===== config.mk =====
export PLATFORM = sky130hd
export DESIGN_NAME = instruction_fetch_stage
export DESIGN_NICKNAME = d
export VERILOG_FILES = /design/src/rtl/mips_pkg.sv /design/src/rtl/instruction_fetch_stage_pc_register.sv /design/src/rtl/instruction_fetch_stage.sv
export SDC_FILE = /design/constraint.sdc
export NUM_CORES = 1
export LEC_CHECK = 0
export ABC_CLOCK_PERIOD_IN_PS = 2200
export BUFFER_PORTS_ARGS = -buffer_cell sky130_fd_sc_hd__buf_2
export CORE_MARGIN = 1.5
export CORE_UTILIZATION = 47
export DETAILED_ROUTE_END_ITERATION = 8
export GPL_TIMING_DRIVEN = 0
export MAX_ROUTING_LAYER = met4
export PLACE_DENSITY = 0.85
export SYNTH_ARGS = -nofsm -noshare
export SYNTH_HDL_FRONTEND = slang
export SYNTH_SLANG_ARGS = --single-unit

===== constraint.sdc =====
create_clock -name clk -period 2.2 [get_ports clk]
set_input_delay 0.44 -clock clk [delete_from_list [all_inputs] [get_ports clk]]
set_output_delay 0.44 -clock clk [all_outputs]
set_load 0.02 [all_outputs]

===== src/rtl/mips_pkg.sv =====
// Shared definitions for the MIPS pipeline: word widths, NOP encoding and the
// fetch-stage state and IF/ID register types.
package mips_pkg;

  localparam int unsigned WORD_W             = 32;
  localparam logic [31:0] NOP_INSTR          = 32'h0000_0000;
  localparam logic [31:0] INSTR_BYTES        = 32'd4;
  localparam int unsigned DEFAULT_IMEM_WORDS = 74;

  typedef enum logic {
    RUN  = 1'b0,
    HALT = 1'b1
  } fetch_state_t;

  typedef struct packed {
    logic [WORD_W-1:0] pc;
    logic [WORD_W-1:0] instruction;
    logic              valid;
  } if_id_t;

  localparam if_id_t IF_ID_BUBBLE = '{pc: '0, instruction: NOP_INSTR, valid: 1'b0};

  // True when the byte address falls inside the loaded program image.
  function automatic logic in_image(input logic [WORD_W-1:0] addr, input int unsigned words);
    return {2'b00, addr[WORD_W-1:2]} < words;
  endfunction

endpackage


===== src/rtl/instruction_fetch_stage_pc_register.sv =====
// Program counter register with load enable; resets asynchronously to RESET_PC.
module pc_register
  import mips_pkg::*;
#(
  parameter logic [WORD_W-1:0] RESET_PC = '0
) (
  input  logic              clk,
  input  logic              rst,
  input  logic              load,
  input  logic [WORD_W-1:0] d,
  output logic [WORD_W-1:0] q
);

  always_ff @(posedge clk or negedge rst) begin
    if (!rst) begin
      q <= RESET_PC;
    end else if (load) begin
      q <= d;
    end
  end

endmodule


===== src/rtl/instruction_fetch_stage.sv =====
// MIPS fetch stage: PC selection, RUN/HALT control and the IF/ID pipeline register.
//   state | meaning
//   RUN   | fetching sequentially from the program image
//   HALT  | PC ran past the image; IF/ID fed bubbles until a branch redirects
module instruction_fetch_stage
  import mips_pkg::*;
#(
  parameter int unsigned       IMEM_WORDS = DEFAULT_IMEM_WORDS,
  parameter logic [WORD_W-1:0] RESET_PC   = '0
) (
  input  logic              clk,
  input  logic              rst,
  input  logic              freeze,
  input  logic              branch_taken,
  input  logic [WORD_W-1:0] branch_address,
  output logic [WORD_W-1:0] imem_address,
  input  logic [WORD_W-1:0] imem_instruction,
  output logic [WORD_W-1:0] if_id_pc,
  output logic [WORD_W-1:0] if_id_instruction,
  output logic              if_id_valid,
  output logic              halted
);

  fetch_state_t      state, state_next;
  if_id_t            if_id, if_id_next;
  logic              if_id_load;
  logic              pc_load;
  logic [WORD_W-1:0] pc, pc_next, pc_plus4, branch_target;

  pc_register #(.RESET_PC(RESET_PC)) u_pc (
    .clk  (clk),
    .rst  (rst),
    .load (pc_load),
    .d    (pc_next),
    .q    (pc)
  );

  assign pc_plus4      = pc + INSTR_BYTES;
  assign branch_target = branch_address & ~32'h3;

  always_comb begin
    state_next = state;
    pc_load    = 1'b0;
    pc_next    = pc;
    if_id_load = 1'b0;
    if_id_next = IF_ID_BUBBLE;

    if (branch_taken) begin
      pc_load    = 1'b1;
      pc_next    = branch_target;
      if_id_load = 1'b1;
      state_next = in_image(branch_target, IMEM_WORDS) ? RUN : HALT;
    end else if (!freeze) begin
      case (state)
        RUN: begin
          if_id_load = 1'b1;
          if (in_image(pc, IMEM_WORDS)) begin
            if_id_next = '{pc: pc_plus4, instruction: imem_instruction, valid: 1'b1};
            pc_load    = 1'b1;
            pc_next    = pc_plus4;
          end else begin
            state_next = HALT;
          end
        end
        HALT: begin
          if_id_load = 1'b1;
        end
        default: state_next = RUN;
      endcase
    end
  end

  always_ff @(posedge clk or negedge rst) begin
    if (!rst) begin
      state <= RUN;
      if_id <= IF_ID_BUBBLE;
    end else begin
      state <= state_next;
      if (if_id_load) begin
        if_id <= if_id_next;
      end
    end
  end

  assign imem_address      = pc;
  assign if_id_pc          = if_id.pc;
  assign if_id_instruction = if_id.instruction;
  assign if_id_valid       = if_id.valid;
  assign halted            = (state == HALT);

endmodule


==> results.toml <==
[run_status]
status = "completed"

[cts]
cts_tree = "done"
cts_buffers = 9
clk_latency_ns = 0.35
cts_resized = 0
cts_root_buf = "clkbuf_8"
cts-hold-fix-buffers = 0
post_cts_buffers = 0
cts_buffer_depth = 2
path_clk_slew_ns = 0.09
clkSinkCount = 95
cts.htree.levels = 3

[critical_path]
worst-r2r-cell-count = 7
r2r-end = "if_id_instruction[12]"
cp.required_ns = 2.48
startpoint_type = "flip-flop"
crit_path_start = "u_pc.q[9]"
r2r-start = "u_pc.q[9]"
critPathMaxFanout = 10
ff2ff_setup_slack_ns = 0.28
end_kind = "flip-flop"
critPathArrivalTime_ns = 2.20
criticalPathCategory = "reg2reg"

[timing]
setup_viol = 0
fin_worst_hold_slack_ns = 0.0815
drv_slew = 0
tightest_slew_ns = 0.585
hold_viol = 0
fin_skew_ns = 0.0108
max_freq_mhz = 521
fin_crit_sh_pct = 87.3
layout_min_cycle_time_ns = 1.92
grt_setup_unrepaired = "no"
slew_headroom_pct = 61.0

[logic_synthesis]
yosys.area_share.simple_pct = 13.1
synth_area_per_cell_sq_um = 13.1
netlist_area_sq_um = 3850
synth_compound_area_share_pct = 13.1
synth.distinct_cells = 41
ys_ff_latch = 95
yosysSeqAreaShare_pct = 61.8
yosysWarningCount = 0
synth.area.mux_share_pct = 6.99
synth_area_leaders = "dfrtp_1, a22o_1, mux2_2, and2_1, nor4_1"
synth_cells = 293
synth_top_family_by_area = "simple AND/OR/NAND/NOR gates"
synth_adder_area_share_pct = 0.325
yosys.area_share.xor_xnor_pct = 1.14
synth_top_area_cell = "dfrtp_1"
synth.top_cell.area_share_pct = 61.8

[place]
place_congestion = 0.912
dp_cells = 558
dp_hpwl_um = 7200
placedInstanceArea_sq_um = 4820
port_buffers = 161

[grt]
grt_pass1_wl_um = 14900
grt_overflow = 0
grt_pass1_vias = 2931
antenna_found_initial = 0
grt_max_degree = 50
grt_use_total_pct = 22.9

[power]
p_leak_nw = 2.61
p_per_area_nw_per_um2 = 671
ir_drop_uv = 386

[detailed_routing]
num_vias = 3115
post-route-drc-count = 0
finalWirelength_um = 9730
viasPerCell = 5.43
antenna_left = 0
wl_per_cell_um = 16.9
initialDrtViolationCount = 194
first_pass_iters = 4

[layout]
instances_no_fill = 574
final_util_pct = 64.0
most-common-layout-cells = "buf_2, dfrtp_1, a22o_1"
drive_gt1_share_pct = 46.0
layout_commonest_cell = "buf_2"
design_area_sq_um = 5000
syn_to_final_growth_pct = 29.8
fin_nets = 536
antennaDiodeCount = 0

[floorplanning]
dieArea_sq_um = 8740
die_w_um = 93.5
rows = 32
start_util_pct = 49.3
pin_count = 166
die_h_um = 93.5
core_sq_um = 7810

[flow_run]
max_cap_viol_count = 0

[min_path]
hp-class = "in2async"
-- per-layer routing --
| metal | vias to the layer above | global-route usage (%) | share of wire, % |
|---|---|---|---|
| met1 | 1518 | 30.5 | 45 |
| met5 | - | - | 0 |
| met3 | 10 | 4.63 | 7.1 |
| met2 | 146 | 35.5 | 47 |
| met4 | 0 | 6.82 | 1.3 |
| li1 | 1441 | - | - |
-- registers in the layout (all words and copies together) (netlist names) --
signal,flops
if_id_instruction,32
if_id_pc,31
u_pc.q,30
halted,1
if_id_valid,1
-- cell families (layout without fill, tap and decap cells) --
logic type	after synthesis	count (layout)
flip-flops	95	95
AND/OR/NAND/NOR	83	83
AO/OA/AOI/OAI	61	61
multiplexers	24	24
buffers and inverters	23	201
XOR/XNOR	5	5
adder cells (fa/ha/maj)	1	1
other	1	2
-- cell usage after synthesis, drive strengths merged --
library cell and number:
o21a 1, o31a 1, buf 12, nand3 8, xnor2 4, ha 1, nor4b 1, o31ai 4
a21o 1, a221oi 2, clkbuf 10, and2 26, o211ai 2, nand4b 1, nand2 6, nor4 17
nor2 2, nor3 5, and4 4, mux2 23, a221o 1, or2 2, a31oi 2, nand4 4
mux2i 1, xor2 1, o21ai 1, or2b 1, o41ai 2, and3 2, nor2b 4, conb 1
a22o 39, dfrtp 95, a21oi 5, inv 1
-- how the worst max path moves through the flow --
| stage | endpoint | cells past startpoint |
|---|---|---|
| finish | if_id_instruction[12] | 7 |
| global route | if_id_instruction[12] | 7 |
| CTS | if_id_instruction[12] | 7 |
| detailed placement | u_pc.q[30] | 4 |
| global placement | if_id_pc[16] | 1 |
| floorplan | u_pc.q[3] | 7 |
-- power by group --
| group | leakage (nW) | total, mW | switching [mW] | internal (mW) |
|---|---|---|---|---|
| sequential | 1.25 | 1.87 | 0.0753 | 1.80 |
| combinational | 1.28 | 0.420 | 0.246 | 0.175 |
| clock | 0.0854 | 1.06 | 0.627 | 0.430 |
| total | 2.61 | 3.35 | 0.948 | 2.40 |
-- metrics by stage --
stage	power (mW)	setup slack [ns]	TNS, ns
5_1_grt	3.50	0.183	0
6_report	3.35	0.279	0
3_3_place_gp	2.31	-0.141	-13.01
2_1_floorplan	2.11	0.430	0
3_5_place_dp	2.33	0.241	0
4_1_cts	3.38	0.272	0
-- layout make-up --
type                       instances  area, sq um
timing repair buffer             162          836
tap                              102          128
clock inverter                     6         52.6
clock buffer                      10          128
multi-input combinational        176         1340
inverter                           1         3.75
buffer                            22          131
fill                             637         2810
sequential                        95         2380
-- critical path, cell delays in order (launching register included) --
cell and delay, ns:
dfrtp_1 0.42, nor4_1 0.33, and4_1 0.24, buf_2 0.21
and4_4 0.24, buf_6 0.10, buf_4 0.16, a22o_1 0.15
Note: power is estimated with default switching activity, not from simulation.
